### src/rtl/uart_time_tx.sv
// rtl/uart_time_tx.sv - formats an hour/minute/second snapshot as "HH:MM:SS\r\n" and sends it 8N1 on a UART tx pin
module uart_time_tx #(
  parameter int TICKS_PER_BIT = 16,
  parameter bit SEND_CRLF     = 1'b1
) (
  input  logic       clk,
  input  logic       rst,
  input  logic       b_tick,
  input  logic       i_send,
  input  logic [4:0] i_hour,
  input  logic [5:0] i_min,
  input  logic [5:0] i_sec,
  output logic       o_tx,
  output logic       o_busy,
  output logic       o_done
);

  localparam int TW = (TICKS_PER_BIT > 1) ? $clog2(TICKS_PER_BIT) : 1;
  localparam logic [TW-1:0] TICK_LAST = TW'(TICKS_PER_BIT - 1);
  localparam logic [3:0] LAST_BYTE = SEND_CRLF ? 4'd9 : 4'd7;

  typedef enum logic [1:0] {IDLE, START, DATA, STOP} state_t;

  state_t        state;
  logic [TW-1:0] tick_cnt;
  logic [2:0]    bit_idx;
  logic [3:0]    byte_idx;
  logic [5:0]    snap_hour;
  logic [5:0]    snap_min;
  logic [5:0]    snap_sec;
  logic [7:0]    cur_byte;
  logic          bit_end;

  function automatic logic [7:0] tens_char(input logic [5:0] v);
    logic [5:0] q;
    q = v / 6'd10;
    return 8'h30 + {2'b00, q};
  endfunction

  function automatic logic [7:0] ones_char(input logic [5:0] v);
    logic [5:0] r;
    r = v % 6'd10;
    return 8'h30 + {2'b00, r};
  endfunction

  // Byte to send is derived from the snapshot each cycle; only o_tx is registered.
  always_comb begin
    cur_byte = 8'h00;
    case (byte_idx)
      4'd0:    cur_byte = tens_char(snap_hour);
      4'd1:    cur_byte = ones_char(snap_hour);
      4'd2:    cur_byte = 8'h3A;
      4'd3:    cur_byte = tens_char(snap_min);
      4'd4:    cur_byte = ones_char(snap_min);
      4'd5:    cur_byte = 8'h3A;
      4'd6:    cur_byte = tens_char(snap_sec);
      4'd7:    cur_byte = ones_char(snap_sec);
      4'd8:    cur_byte = 8'h0D;
      4'd9:    cur_byte = 8'h0A;
      default: cur_byte = 8'h00;
    endcase
  end

  assign bit_end = b_tick && (tick_cnt == TICK_LAST);

  always_ff @(posedge clk) begin
    if (!rst) begin
      state     <= IDLE;
      o_tx      <= 1'b1;
      o_busy    <= 1'b0;
      o_done    <= 1'b0;
      tick_cnt  <= '0;
      bit_idx   <= '0;
      byte_idx  <= '0;
      snap_hour <= '0;
      snap_min  <= '0;
      snap_sec  <= '0;
    end else begin
      o_done <= 1'b0;
      case (state)
        IDLE: begin
          if (i_send) begin
            snap_hour <= {1'b0, i_hour};
            snap_min  <= i_min;
            snap_sec  <= i_sec;
            state     <= START;
            o_tx      <= 1'b0;
            o_busy    <= 1'b1;
            tick_cnt  <= '0;
            bit_idx   <= '0;
            byte_idx  <= '0;
          end
        end
        START: begin
          if (bit_end) begin
            tick_cnt <= '0;
            bit_idx  <= '0;
            o_tx     <= cur_byte[0];
            state    <= DATA;
          end else if (b_tick) begin
            tick_cnt <= tick_cnt + 1'b1;
          end
        end
        DATA: begin
          if (bit_end) begin
            tick_cnt <= '0;
            if (bit_idx == 3'd7) begin
              o_tx  <= 1'b1;
              state <= STOP;
            end else begin
              bit_idx <= bit_idx + 3'd1;
              o_tx    <= cur_byte[bit_idx + 3'd1];
            end
          end else if (b_tick) begin
            tick_cnt <= tick_cnt + 1'b1;
          end
        end
        STOP: begin
          if (bit_end) begin
            tick_cnt <= '0;
            // Next start bit follows the stop bit directly, no idle gap.
            if (byte_idx == LAST_BYTE) begin
              byte_idx <= '0;
              o_busy   <= 1'b0;
              o_done   <= 1'b1;
              state    <= IDLE;
            end else begin
              byte_idx <= byte_idx + 4'd1;
              o_tx     <= 1'b0;
              state    <= START;
            end
          end else if (b_tick) begin
            tick_cnt <= tick_cnt + 1'b1;
          end
        end
        default: state <= IDLE;
      endcase
    end
  end

endmodule

### config.mk
export PLATFORM = sky130hd
export DESIGN_NAME = uart_time_tx
export DESIGN_NICKNAME = d
export VERILOG_FILES = /design/src/rtl/uart_time_tx.sv
export SDC_FILE = /design/constraint.sdc
export NUM_CORES = 1
export LEC_CHECK = 0
export ABC_AREA = 1
export BUFFER_PORTS_ARGS = -buffer_cell sky130_fd_sc_hd__buf_2
export CORE_ASPECT_RATIO = 1.5
export CORE_MARGIN = 2
export CORE_UTILIZATION = 40
export CTS_CLUSTER_DIAMETER = 100
export CTS_CLUSTER_SIZE = 16
export DETAILED_ROUTE_END_ITERATION = 12
export PLACE_DENSITY = 0.67
export SYNTH_ARGS = -nofsm -noshare
export SYNTH_HDL_FRONTEND = slang
export SYNTH_SLANG_ARGS = --single-unit
export TNS_END_PERCENT = 50
### constraint.sdc
create_clock -name clk -period 2.5 [get_ports clk]
set_clock_uncertainty 0.1 [all_clocks]
set_input_delay 0.625 -clock clk [delete_from_list [all_inputs] [get_ports clk]]
set_output_delay 0.625 -clock clk [all_outputs]
set_load 0.005 [all_outputs]
==> results of run 1 <==
-- layout make-up --
cell class | count | share of cell area
clock buffer | 6 | 0.0284
clock inverter | 2 | 0.00392
inverter | 44 | 0.0647
multi-input combinational | 266 | 0.559
sequential | 33 | 0.259
tap | 70 | 0.0343
timing repair buffer | 25 | 0.0510
-- layer usage --
layer  wire length (um)  global-route usage  up-vias  part of all wire
met2               2930               0.374       48              0.53
li1                   -                   -     1217                 -
met4                 74              0.0642        0             0.013
met1               2300               0.207     1053              0.42
met5                  0                   0        -                 0
met3                188              0.0359        5             0.034
-- power by group --
group | switching (mW) | total (mW) | internal (mW)
logic | 0.811 | 1.26 | 0.451
registers | 0.107 | 0.745 | 0.638
clock network | 0.207 | 0.400 | 0.193
total | 1.12 | 2.41 | 1.28
-- flip-flops by register name (all words and copies together), names as in the netlist, 2 cells and up --
name,count
bit_idx,3
byte_idx,4
snap_hour,5
snap_min,6
snap_sec,6
state,2
tick_cnt,4
-- layout by cell type, fill, tap and decap left out, types with 2 or more instances in the layout --
cell / instances
sky130_fd_sc_hd__buf_4: 2
sky130_fd_sc_hd__nand2_1: 66
sky130_fd_sc_hd__inv_1: 35
sky130_fd_sc_hd__o22ai_1: 2
sky130_fd_sc_hd__a211oi_1: 4
sky130_fd_sc_hd__inv_2: 9
sky130_fd_sc_hd__nor2_1: 31
sky130_fd_sc_hd__nand2_2: 17
sky130_fd_sc_hd__xor2_1: 2
sky130_fd_sc_hd__nor3_1: 4
sky130_fd_sc_hd__o21ai_0: 26
sky130_fd_sc_hd__dfxtp_1: 33
sky130_fd_sc_hd__clkinv_2: 2
sky130_fd_sc_hd__buf_2: 23
sky130_fd_sc_hd__a31oi_1: 3
sky130_fd_sc_hd__nand2_4: 2
sky130_fd_sc_hd__o21ai_1: 2
sky130_fd_sc_hd__ha_1: 10
sky130_fd_sc_hd__nand4_1: 4
sky130_fd_sc_hd__a21oi_1: 30
sky130_fd_sc_hd__nand3_1: 38
sky130_fd_sc_hd__o21ai_2: 2
sky130_fd_sc_hd__nand3_2: 4
sky130_fd_sc_hd__a21oi_2: 2
sky130_fd_sc_hd__nand3b_1: 2
sky130_fd_sc_hd__clkbuf_8: 5
-- logic make-up (layout without fill, tap and decap cells) --
group,after synthesis,in the layout,share of synthesized area
AO/OA/AOI/OAI,81,81,0.204
buffers and inverters,51,77,0.0876
AND/OR/NAND/NOR,171,171,0.351
flip-flops,33,33,0.289
other,1,1,0.00164
XOR/XNOR,3,3,0.0115
adder cells (fa/ha/maj),10,10,0.0548
-- worst paths after layout --
check / to / slack, ns / startpoint
setup reg to reg: o_tx / 0.21 / snap_hour[2]
setup / recovery: o_tx / 0.21 / snap_hour[2]
hold / removal: o_busy / 0.38 / o_busy
hold reg to reg: o_busy / 0.38 / o_busy
-- timing repair --
item,in CTS,in global routing
setup endpoints to repair,0,1
gates resized for setup,0,1
hold endpoints to repair,0,0
-- metrics by stage --
stage | TNS (ns) | area (um^2) | power, mW | worst slack, ns | cells
4_1_cts | 0 | 2550 | 2.41 | 0.236 | 446
3_5_place_dp | 0 | 2470 | 2.00 | 0.262 | 438
5_1_grt | -0.00553 | 2550 | 2.66 | -0.00553 | 446
3_3_place_gp | 0 | 2470 | 1.97 | 0.336 | 438
2_1_floorplan | 0 | 2280 | 1.74 | 0.456 | 350
6_report | 0 | 2550 | 2.41 | 0.211 | 446
-- worst max-delay path: stages, from the launching register on --
cell and delay, ns:
sky130_fd_sc_hd__dfxtp_1 0.37, sky130_fd_sc_hd__o21ai_2 0.21, sky130_fd_sc_hd__xor2_1 0.26, sky130_fd_sc_hd__ha_1 0.19
sky130_fd_sc_hd__a21oi_1 0.06, sky130_fd_sc_hd__nand3_1 0.08, sky130_fd_sc_hd__ha_1 0.23, sky130_fd_sc_hd__o21ai_0 0.19
sky130_fd_sc_hd__nand2_1 0.08, sky130_fd_sc_hd__nand2_1 0.06, sky130_fd_sc_hd__nand3_1 0.09, sky130_fd_sc_hd__a21oi_2 0.13
sky130_fd_sc_hd__nand2_1 0.06, sky130_fd_sc_hd__nand2_1 0.05, sky130_fd_sc_hd__nand2_1 0.04, sky130_fd_sc_hd__nand2_1 0.05
==> out/summary.log, run 1 <==
qor: run_status.status completed
qor: routing.antenna_violating_nets_post_route 0
qor: sta.hold_slack 0.376 ns
qor: logic_synthesis.top_cells_by_area_synth sky130_fd_sc_hd__dfxtp_1 29%, sky130_fd_sc_hd__nand2_1 11%, sky130_fd_sc_hd__nand3_1 8.3%
qor: die.fp.dieArea 6340 um^2
qor: routing.total_vias_in_the_final_route 2323
qor: critical_path.timing.critical_path.fanout_max 5
qor: global_route.grt_start_max_net_pins 30
qor: die.dieWidth 65.7 um
qor: sta.timing.final.hold_violations 0
qor: placed_design.io_buffers 23
qor: global_route.grt_pass1_vias 2325
qor: clock_network.insertion_delay 0.29 ns
qor: clock_network.numCtsBuffers 5
qor: final_layout.layout.nets 406
qor: logic_synthesis.post-synth-top-area-cell sky130_fd_sc_hd__dfxtp_1
qor: clock_network.htreeDepth 2
qor: logic_synthesis.synth_top_area_frac 0.289
qor: logic_synthesis.yosys_most_used_dff sky130_fd_sc_hd__dfxtp_1
qor: sta.setup-violations-final 0
qor: logic_synthesis.netlist_instances 350
qor: sta.timing.final.crit_period 2.29 ns
qor: sta.layout_worst_path_cycle_share 0.916
qor: routing.detailedRoute.firstIterationViolations 116
qor: min_path.timing.hold.worst.class reg2reg
qor: final_layout.layout.core_utilization 0.465
qor: final_layout.register_area 661 um^2
qor: clock_network.postCtsHoldBufs 0
qor: final_layout.multiInputGateArea 1430 um^2
qor: sta.final-max-slew-violation-count 0
qor: sta.fmax 437 MHz
qor: logic_synthesis.yosysSeqAreaShare 0.289
qor: clock_network.postCtsSetupBuffers 0
qor: routing.drt-total-wl 5490 um
qor: critical_path.setup.worst_path.start_class flop
qor: logic_synthesis.synth_top_cells_by_count 66 x sky130_fd_sc_hd__nand2_1, 38 x sky130_fd_sc_hd__nand3_1, 35 x sky130_fd_sc_hd__inv_1
qor: clock_network.clkSlewWorstSetupHoldPaths 0.07 ns
qor: die.top_level_pins 24
qor: critical_path.timing.critical_path.required 2.64 ns
qor: clock_network.tritoncts yes
qor: global_route.globalRoute.totalOverflow 0
qor: logic_synthesis.yosysMostFrequentCell sky130_fd_sc_hd__nand2_1
qor: clock_network.cts-root-buf sky130_fd_sc_hd__clkbuf_8
qor: logic_synthesis.yosys_register_bits 33
qor: logic_synthesis.synth_cell_types 39
qor: final_layout.layout-drive-gt1-share 0.189
qor: critical_path.critical_path_class reg2reg
qor: die.die_h 96.6 um
qor: critical_path.cp.arrival 2.43 ns
qor: final_layout.antennaDiodeCount 0
qor: routing.route.detailed.wl_per_inst 12.3 um
qor: die.initial_core_util 0.416
qor: die.floorplan.rows 33
qor: logic_synthesis.synthesis.area 2280 um^2
qor: flow_run.max-cap-violations 0
qor: routing.remaining_drc_errors 0
qor: power.leakagePower 1.19 nW
qor: logic_synthesis.yosysWarningCount 0
qor: min_path.hold-path-cell-count 2
qor: die.coreArea 5490 um^2
qor: critical_path.reg2regPathDepth 15
qor: final_layout.area_growth 11.8%
qor: global_route.grt_pass1_wl 9650 um
qor: clock_network.clock_sinks 33
qor: logic_synthesis.synth-edff-count 0
qor: power.ir_drop 0.493 mV
qor: critical_path.setup.worst_path.end_class flop
qor: placed_design.globalplace.congestion 0.875
qor: clock_network.max-clock-path-buffers 2
qor: routing.number_of_optimization_iterations_in_the_first_detailed_route_pass 4
qor: logic_synthesis.avgSynthCellArea 6.53 um^2
qor: logic_synthesis.synth.net_count 381
qor: placed_design.hpwlAfterDp 4180 um
qor: power.power.density 942 nW/um^2
qor: final_layout.fillerInstances 595
qor: global_route.groute.usage.overall 0.194
qor: routing.vias_per_cell 5.21
qor: global_route.number_of_antenna_violations_at_the_first_check_in_global_routing 0
qor: logic_synthesis.asyncSetResetFlopFracSynth 0
Note: power is estimated with default switching activity, not from simulation.
==> run 2: changes to the inputs <==
--- a/config.mk
+++ b/config.mk
@@ -7,12 +7,12 @@
 export LEC_CHECK = 0
 export ABC_AREA = 1
 export BUFFER_PORTS_ARGS = -buffer_cell sky130_fd_sc_hd__buf_2
-export CORE_ASPECT_RATIO = 1.5
 export CORE_MARGIN = 2
 export CORE_UTILIZATION = 40
 export CTS_CLUSTER_DIAMETER = 100
 export CTS_CLUSTER_SIZE = 16
 export DETAILED_ROUTE_END_ITERATION = 12
+export GPL_ROUTABILITY_DRIVEN = 0
 export PLACE_DENSITY = 0.67
 export SYNTH_ARGS = -nofsm -noshare
 export SYNTH_HDL_FRONTEND = slang
==> out/summary.log, run 2 (same netlist as run 1, synthesis figures left out) <==
qor: placed_design.placed_cells_incl_taps 441 [was 438]
qor: run_status.status completed [unchanged]
qor: clock_network.clkSlewWorstSetupHoldPaths 0.07 ns [about the same]
qor: global_route.globalRoute.totalOverflow 0 [unchanged]
qor: routing.antenna_violating_nets_post_route 0 [unchanged]
qor: global_route.grt_start_max_net_pins 30 [unchanged]
qor: clock_network.tritoncts yes [unchanged]
qor: global_route.number_of_antenna_violations_at_the_first_check_in_global_routing 0 [unchanged]
qor: critical_path.critical_path.slowest_cell sky130_fd_sc_hd__dfxtp_1 [unchanged]
qor: sta.rsz0062_at_grt no
qor: sta.timing.final.hold_violations 0 [unchanged]
qor: routing.number_of_optimization_iterations_in_the_first_detailed_route_pass 4 [unchanged]
qor: power.leakagePower 1.19 nW [about the same]
qor: critical_path.critical_path_class reg2reg [unchanged]
qor: critical_path.timing.critical_path.slowest_cell_delay 0.40 ns [was 0.37 ns]
qor: die.coreArea 5510 um^2 [was 5490 um^2]
qor: routing.remaining_drc_errors 0 [unchanged]
qor: power.power_switching_share 0.453 [was 0.467]
qor: critical_path.critical-path-top-cell-by-count sky130_fd_sc_hd__nand2_1 [unchanged]
qor: routing.route.detailed.wl_per_inst 11.5 um [was 12.3 um]
qor: flow_run.max-cap-violations 0 [unchanged]
qor: critical_path.cp_cell_instances o21ai_1 > xor2_1 > buf_4 > ha_1 > xnor2_1 > nand2_1 > o211ai_1 > nand3_1 > inv_1 > nand3_1 > nand2_1 > nand2_1 > nand2_1 > nand2_1 > nand2_1 > nand2_1 > nand2_1 > nand2_1 [was o21ai_2 > xor2_1 > ha_1 > a21oi_1 > nand3_1 > ha_1 > o21ai_0 > nand2_1 > nand2_1 > nand3_1 > a21oi_2 > nand2_1 > nand2_1 > nand2_1 > nand2_1]
qor: power.seq_power_share 0.306 [was 0.310]
qor: sta.timing.final.crit_period 2.19 ns [was 2.29 ns]
qor: power.pwr-share-clk 0.170 [was 0.166]
qor: final_layout.reg.largest.list snap_min (6), snap_sec (6), snap_hour (5) [unchanged]
qor: final_layout.commonest_cells_after_routing_fill_and_taps_aside 66 x sky130_fd_sc_hd__nand2_1, 38 x sky130_fd_sc_hd__nand3_1, 35 x sky130_fd_sc_hd__inv_1 [unchanged]
qor: critical_path.timing.critical_path.fanout_max 5 [unchanged]
qor: die.initial_core_util 0.415 [was 0.416]
qor: power.comb_power_share 0.525 [was 0.524]
qor: sta.setup-tns-final 0 ns [unchanged]
qor: sta.fmax 457 MHz [was 437 MHz]
qor: sta.setup-violations-final 0 [unchanged]
qor: final_layout.fillerInstances 574 [was 595]
qor: final_layout.layout.core_utilization 0.467 [was 0.465]
qor: power.power.density 940 nW/um^2 [was 942 nW/um^2]
qor: placed_design.io_buffers 23 [unchanged]
qor: placed_design.hpwlAfterDp 3900 um [was 4180 um]
qor: critical_path.critPathTopFamily simple AND/OR/NAND/NOR gates [was compound AO/OA/AOI/OAI gates]
qor: critical_path.timing.critical_path.required 2.57 ns [was 2.64 ns]
qor: power.total_design_power 2.42 mW [was 2.41 mW]
qor: power.ir_drop 0.340 mV [was 0.493 mV]
qor: global_route.groute.usage.overall 0.175 [was 0.194]
qor: final_layout.final_cells 449 [was 446]
qor: die.fp.dieArea 6330 um^2 [was 6340 um^2]
qor: clock_network.clock_sinks 33 [unchanged]
qor: clock_network.insertion_delay 0.28 ns [was 0.29 ns]
qor: critical_path.setup.worst_path.start_class flop [unchanged]
qor: critical_path.setup.worst_path.end_class flop [unchanged]
qor: power.internal-power 1.32 mW [was 1.28 mW]
qor: die.top_level_pins 24 [unchanged]
qor: sta.final-max-slew-violation-count 0 [unchanged]
qor: final_layout.layout-drive-gt1-share 0.188 [was 0.189]
qor: critical_path.cp.buffers_inverters 2 [was 0]
qor: min_path.timing.hold.worst.class reg2reg [unchanged]
qor: placed_design.pre_cts_setup_slack 0.277 ns [was 0.262 ns]
qor: clock_network.htreeDepth 2 [unchanged]
qor: final_layout.layout.nets 408 [was 406]
qor: die.die_h 79.6 um [was 96.6 um]
qor: routing.detailedRoute.firstIterationViolations 77 [was 116]
qor: clock_network.max-clock-path-buffers 2 [unchanged]
qor: global_route.grt_pass1_vias 2137 [was 2325]
qor: critical_path.cp.arrival 2.26 ns [was 2.43 ns]
qor: die.dieWidth 79.6 um [was 65.7 um]
qor: sta.final_critical_path_setup_slack 0.310 ns [was 0.211 ns]
qor: routing.vias_per_cell 5.16 [was 5.21]
qor: global_route.grt_pass1_wl 9050 um [was 9650 um]
qor: routing.drt-total-wl 5170 um [was 5490 um]
qor: final_layout.layout_commonest_cell sky130_fd_sc_hd__nand2_1 [unchanged]
qor: clock_network.cts-root-buf sky130_fd_sc_hd__clkbuf_8 [unchanged]
qor: clock_network.ctsResizeCount 0 [unchanged]
qor: clock_network.numCtsBuffers 5 [unchanged]
qor: clock_network.postCtsHoldBufs 0 [unchanged]
qor: final_layout.antennaDiodeCount 0 [unchanged]
qor: clock_network.postCtsSetupBuffers 0 [unchanged]
qor: sta.layout_worst_path_cycle_share 0.876 [was 0.916]
qor: die.floorplan.rows 27 [was 33]
qor: final_layout.area_growth 12.5% [was 11.8%]
qor: routing.total_vias_in_the_final_route 2319 [was 2323]
qor: power.p_switching 1.09 mW [was 1.12 mW]
## run 2: cell count changes in the layout (fill, tap and decap cells not counted)
cell,before,now
sky130_fd_sc_hd__clkinv_2,2,0
sky130_fd_sc_hd__o21ai_2,2,1
sky130_fd_sc_hd__buf_4,2,4
sky130_fd_sc_hd__clkbuf_8,5,6
sky130_fd_sc_hd__o21ai_1,2,3
## run 2: cell type report
type / count / area (um^2) / share of cell area
tap: 72 / 90.1 / 0.0350
inverter: 44 / 165 / 0.0642
timing repair buffer: 27 / 145 / 0.0564
multi-input combinational: 266 / 1420 / 0.554
clock buffer: 7 / 86.3 / 0.0336
sequential: 33 / 661 / 0.257
## run 2: worst reg2reg max path, delay by kind of cell (launching register included)
| family | cells | cell delay (ns) |
|---|---|---|
| xor+xnor | 2 | 0.34 |
| simple gates | 11 | 0.64 |
| compound gates | 2 | 0.22 |
| fa+ha+maj | 1 | 0.18 |
| flops | 1 | 0.40 |
| buf+inv | 2 | 0.21 |
## run 2: path summary, 6_finish.rpt
path / from / to / slack [ns] / depth (start not counted)
worst min register to register: bit_idx[2] / bit_idx[2] / 0.37 / 2
worst min-delay path: bit_idx[2] / bit_idx[2] / 0.37 / 2
worst max register to register: snap_hour[2] / o_tx / 0.31 / 18
worst max-delay path: snap_hour[2] / o_tx / 0.31 / 18
## run 2: per-layer routing
layer  vias to the layer above  wire length, um  GRT usage  part of all wire
met5                         -                0          0                 0
met4                         0               50     0.0466            0.0097
met3                         5              279     0.0351             0.054
met2                        49             2310      0.292              0.45
met1                      1042             2520      0.229              0.49
li1                       1223                -          -                 -
## run 2: stage by stage
step	hold WS, ns	area, um^2
floorplan	0.349	2280
global placement	0.357	2480
detailed placement	0.362	2480
CTS	0.373	2560
global route	0.400	2570
finish	0.371	2570
## run 2: power by group through the flow
stage / Sequential (mW) / Clock (mW) / Combinational [mW]
floorplan: 0.726 / 0 / 1.01
global placement: 0.746 / 0 / 1.23
detailed placement: 0.748 / 0 / 1.25
CTS: 0.737 / 0.419 / 1.25
global route: 0.757 / 0.440 / 1.45
finish: 0.738 / 0.410 / 1.27
==> run 3: changes to the inputs <==
--- a/config.mk
+++ b/config.mk
@@ -7,7 +7,6 @@
 export LEC_CHECK = 0
 export ABC_AREA = 1
 export BUFFER_PORTS_ARGS = -buffer_cell sky130_fd_sc_hd__buf_2
-export CORE_MARGIN = 2
 export CORE_UTILIZATION = 40
 export CTS_CLUSTER_DIAMETER = 100
 export CTS_CLUSTER_SIZE = 16
==> out/summary.log, run 3 (same netlist as run 1, synthesis figures left out) <==
qor: run_status.status completed [unchanged]
qor: routing.antenna_violating_nets_post_route 0 [unchanged]
qor: die.floorplan.rows 27 [unchanged]
qor: routing.vias_per_cell 5.19 [was 5.16]
qor: critical_path.cp.arrival 2.42 ns [was 2.26 ns]
qor: critical_path.timing.critical_path.fanout_max 5 [unchanged]
qor: sta.timing.final.hold_violations 0 [unchanged]
qor: final_layout.reg.largest.list snap_min (6), snap_sec (6), snap_hour (5) [unchanged]
qor: sta.setup-tns-final 0 ns [unchanged]
qor: final_layout.area_growth 13.5% [was 12.5%]
qor: routing.remaining_drc_errors 0 [unchanged]
qor: power.power.density 973 nW/um^2 [was 940 nW/um^2]
qor: routing.total_vias_in_the_final_route 2329 [was 2319]
qor: clock_network.tritoncts yes [unchanged]
qor: sta.layout_worst_path_cycle_share 0.913 [was 0.876]
qor: placed_design.hpwlAfterDp 3850 um [was 3900 um]
qor: global_route.grt_pass1_wl 8850 um [was 9050 um]
qor: power.leakagePower 1.21 nW [was 1.19 nW]
qor: final_layout.commonest_cells_after_routing_fill_and_taps_aside 66 x sky130_fd_sc_hd__nand2_1, 38 x sky130_fd_sc_hd__nand3_1, 35 x sky130_fd_sc_hd__inv_1 [unchanged]
qor: clock_network.ctsResizeCount 0 [unchanged]
qor: clock_network.postCtsHoldBufs 0 [unchanged]
qor: final_layout.layout.nets 407 [was 408]
qor: die.fp.dieArea 6020 um^2 [was 6330 um^2]
qor: flow_run.max-cap-violations 0 [unchanged]
qor: power.ir_drop 0.375 mV [was 0.340 mV]
qor: clock_network.numCtsBuffers 5 [unchanged]
qor: critical_path.setup.worst_path.end_class flop [unchanged]
qor: critical_path.timing.critical_path.required 2.64 ns [was 2.57 ns]
qor: clock_network.max-clock-path-buffers 2 [unchanged]
qor: sta.timing.final.crit_period 2.28 ns [was 2.19 ns]
qor: final_layout.layout-drive-gt1-share 0.188 [unchanged]
qor: routing.number_of_optimization_iterations_in_the_first_detailed_route_pass 4 [unchanged]
qor: clock_network.insertion_delay 0.29 ns [was 0.28 ns]
qor: routing.detailedRoute.firstIterationViolations 126 [was 77]
qor: clock_network.postCtsSetupBuffers 0 [unchanged]
qor: sta.setup-violations-final 0 [unchanged]
qor: final_layout.antennaDiodeCount 0 [unchanged]
qor: clock_network.htreeDepth 2 [unchanged]
qor: die.die_h 77.6 um [was 79.6 um]
qor: power.total_design_power 2.52 mW [was 2.42 mW]
qor: clock_network.cts-root-buf sky130_fd_sc_hd__clkbuf_8 [unchanged]
qor: sta.rsz0062_at_grt no [unchanged]
qor: die.dieWidth 77.6 um [was 79.6 um]
qor: critical_path.critical_path_class reg2reg [unchanged]
qor: placed_design.io_buffers 23 [unchanged]
qor: routing.drt-total-wl 5080 um [was 5170 um]
qor: die.top_level_pins 24 [unchanged]
qor: clock_network.clkSlewWorstSetupHoldPaths 0.07 ns [about the same]
qor: global_route.globalRoute.totalOverflow 0 [unchanged]
qor: global_route.groute.usage.overall 0.183 [was 0.175]
qor: global_route.grt_pass1_vias 2030 [was 2137]
qor: routing.route.detailed.wl_per_inst 11.3 um [was 11.5 um]
qor: global_route.number_of_antenna_violations_at_the_first_check_in_global_routing 0 [unchanged]
qor: min_path.timing.hold.worst.class reg2reg [unchanged]
qor: clock_network.clock_sinks 33 [unchanged]
qor: global_route.grt_start_max_net_pins 30 [unchanged]
qor: die.initial_core_util 0.415 [unchanged]
qor: sta.fmax 438 MHz [was 457 MHz]
qor: die.coreArea 5510 um^2 [unchanged]
qor: final_layout.layout_commonest_cell sky130_fd_sc_hd__nand2_1 [unchanged]
qor: sta.final-max-slew-violation-count 0 [unchanged]
qor: critical_path.setup.worst_path.start_class flop [unchanged]
## run 3: cell count changes in the layout (fill, tap and decap cells not counted)
cell and delta:
sky130_fd_sc_hd__buf_4 -1, sky130_fd_sc_hd__bufinv_16 +1
## run 3: area by class of cell
| type | count | area [um^2] |
|---|---|---|
| clock buffer | 7 | 86.3 |
| clock inverter | 1 | 30.0 |
| fill | 576 | 2910 |
| inverter | 44 | 165 |
| multi-input combinational | 266 | 1420 |
| sequential | 33 | 661 |
| tap | 72 | 90.1 |
| timing repair buffer | 26 | 138 |
## run 3: metrics by stage
stage	instances	worst slack (ns)	instance area, um^2	util	hold slack [ns]
floorplan	350	0.456	2280	-	0.349
global placement	441	0.334	2480	0.450	0.357
detailed placement	441	0.275	2480	0.450	0.363
CTS	449	0.221	2590	0.471	0.374
global route	449	0.0350	2590	0.471	0.401
finish	449	0.217	2590	0.471	0.374
## run 3: where the power goes
part	internal (mW)	switching, mW
Combinational	0.457	0.804
Clock	0.325	0.200
Sequential	0.638	0.0989
Total	1.42	1.10
## run 3: worst paths after layout
| kind | slack [ns] | startpoint | end | depth (start not counted) |
|---|---|---|---|---|
| worst max-delay path | 0.22 | snap_hour[2] | o_tx | 15 |
| worst min-delay path | 0.37 | bit_idx[2] | bit_idx[2] | 2 |
| worst max register to register | 0.22 | snap_hour[2] | o_tx | 15 |
| worst min register to register | 0.37 | bit_idx[2] | bit_idx[2] | 2 |
## run 3: worst max-delay path, cell delays in order, from the launching register on
cell,delay (ns)
sky130_fd_sc_hd__dfxtp_1,0.35
sky130_fd_sc_hd__o21ai_1,0.23
sky130_fd_sc_hd__xor2_1,0.29
sky130_fd_sc_hd__ha_1,0.20
sky130_fd_sc_hd__a21oi_1,0.06
sky130_fd_sc_hd__nand3_1,0.07
sky130_fd_sc_hd__ha_1,0.22
sky130_fd_sc_hd__o21ai_0,0.16
sky130_fd_sc_hd__nand2_1,0.07
sky130_fd_sc_hd__nand2_1,0.06
sky130_fd_sc_hd__nand3_1,0.09
sky130_fd_sc_hd__a21oi_2,0.12
sky130_fd_sc_hd__nand2_1,0.06
sky130_fd_sc_hd__nand2_1,0.05
sky130_fd_sc_hd__nand2_1,0.05
sky130_fd_sc_hd__nand2_1,0.05
## run 3: per-layer routing
metal,vias up,share of wire,GRT usage
li1,1220,-,-
met1,1063,0.50,0.254
met4,0,0.015,0.0679
met2,41,0.45,0.283
met3,5,0.031,0.0318
met5,-,0,0
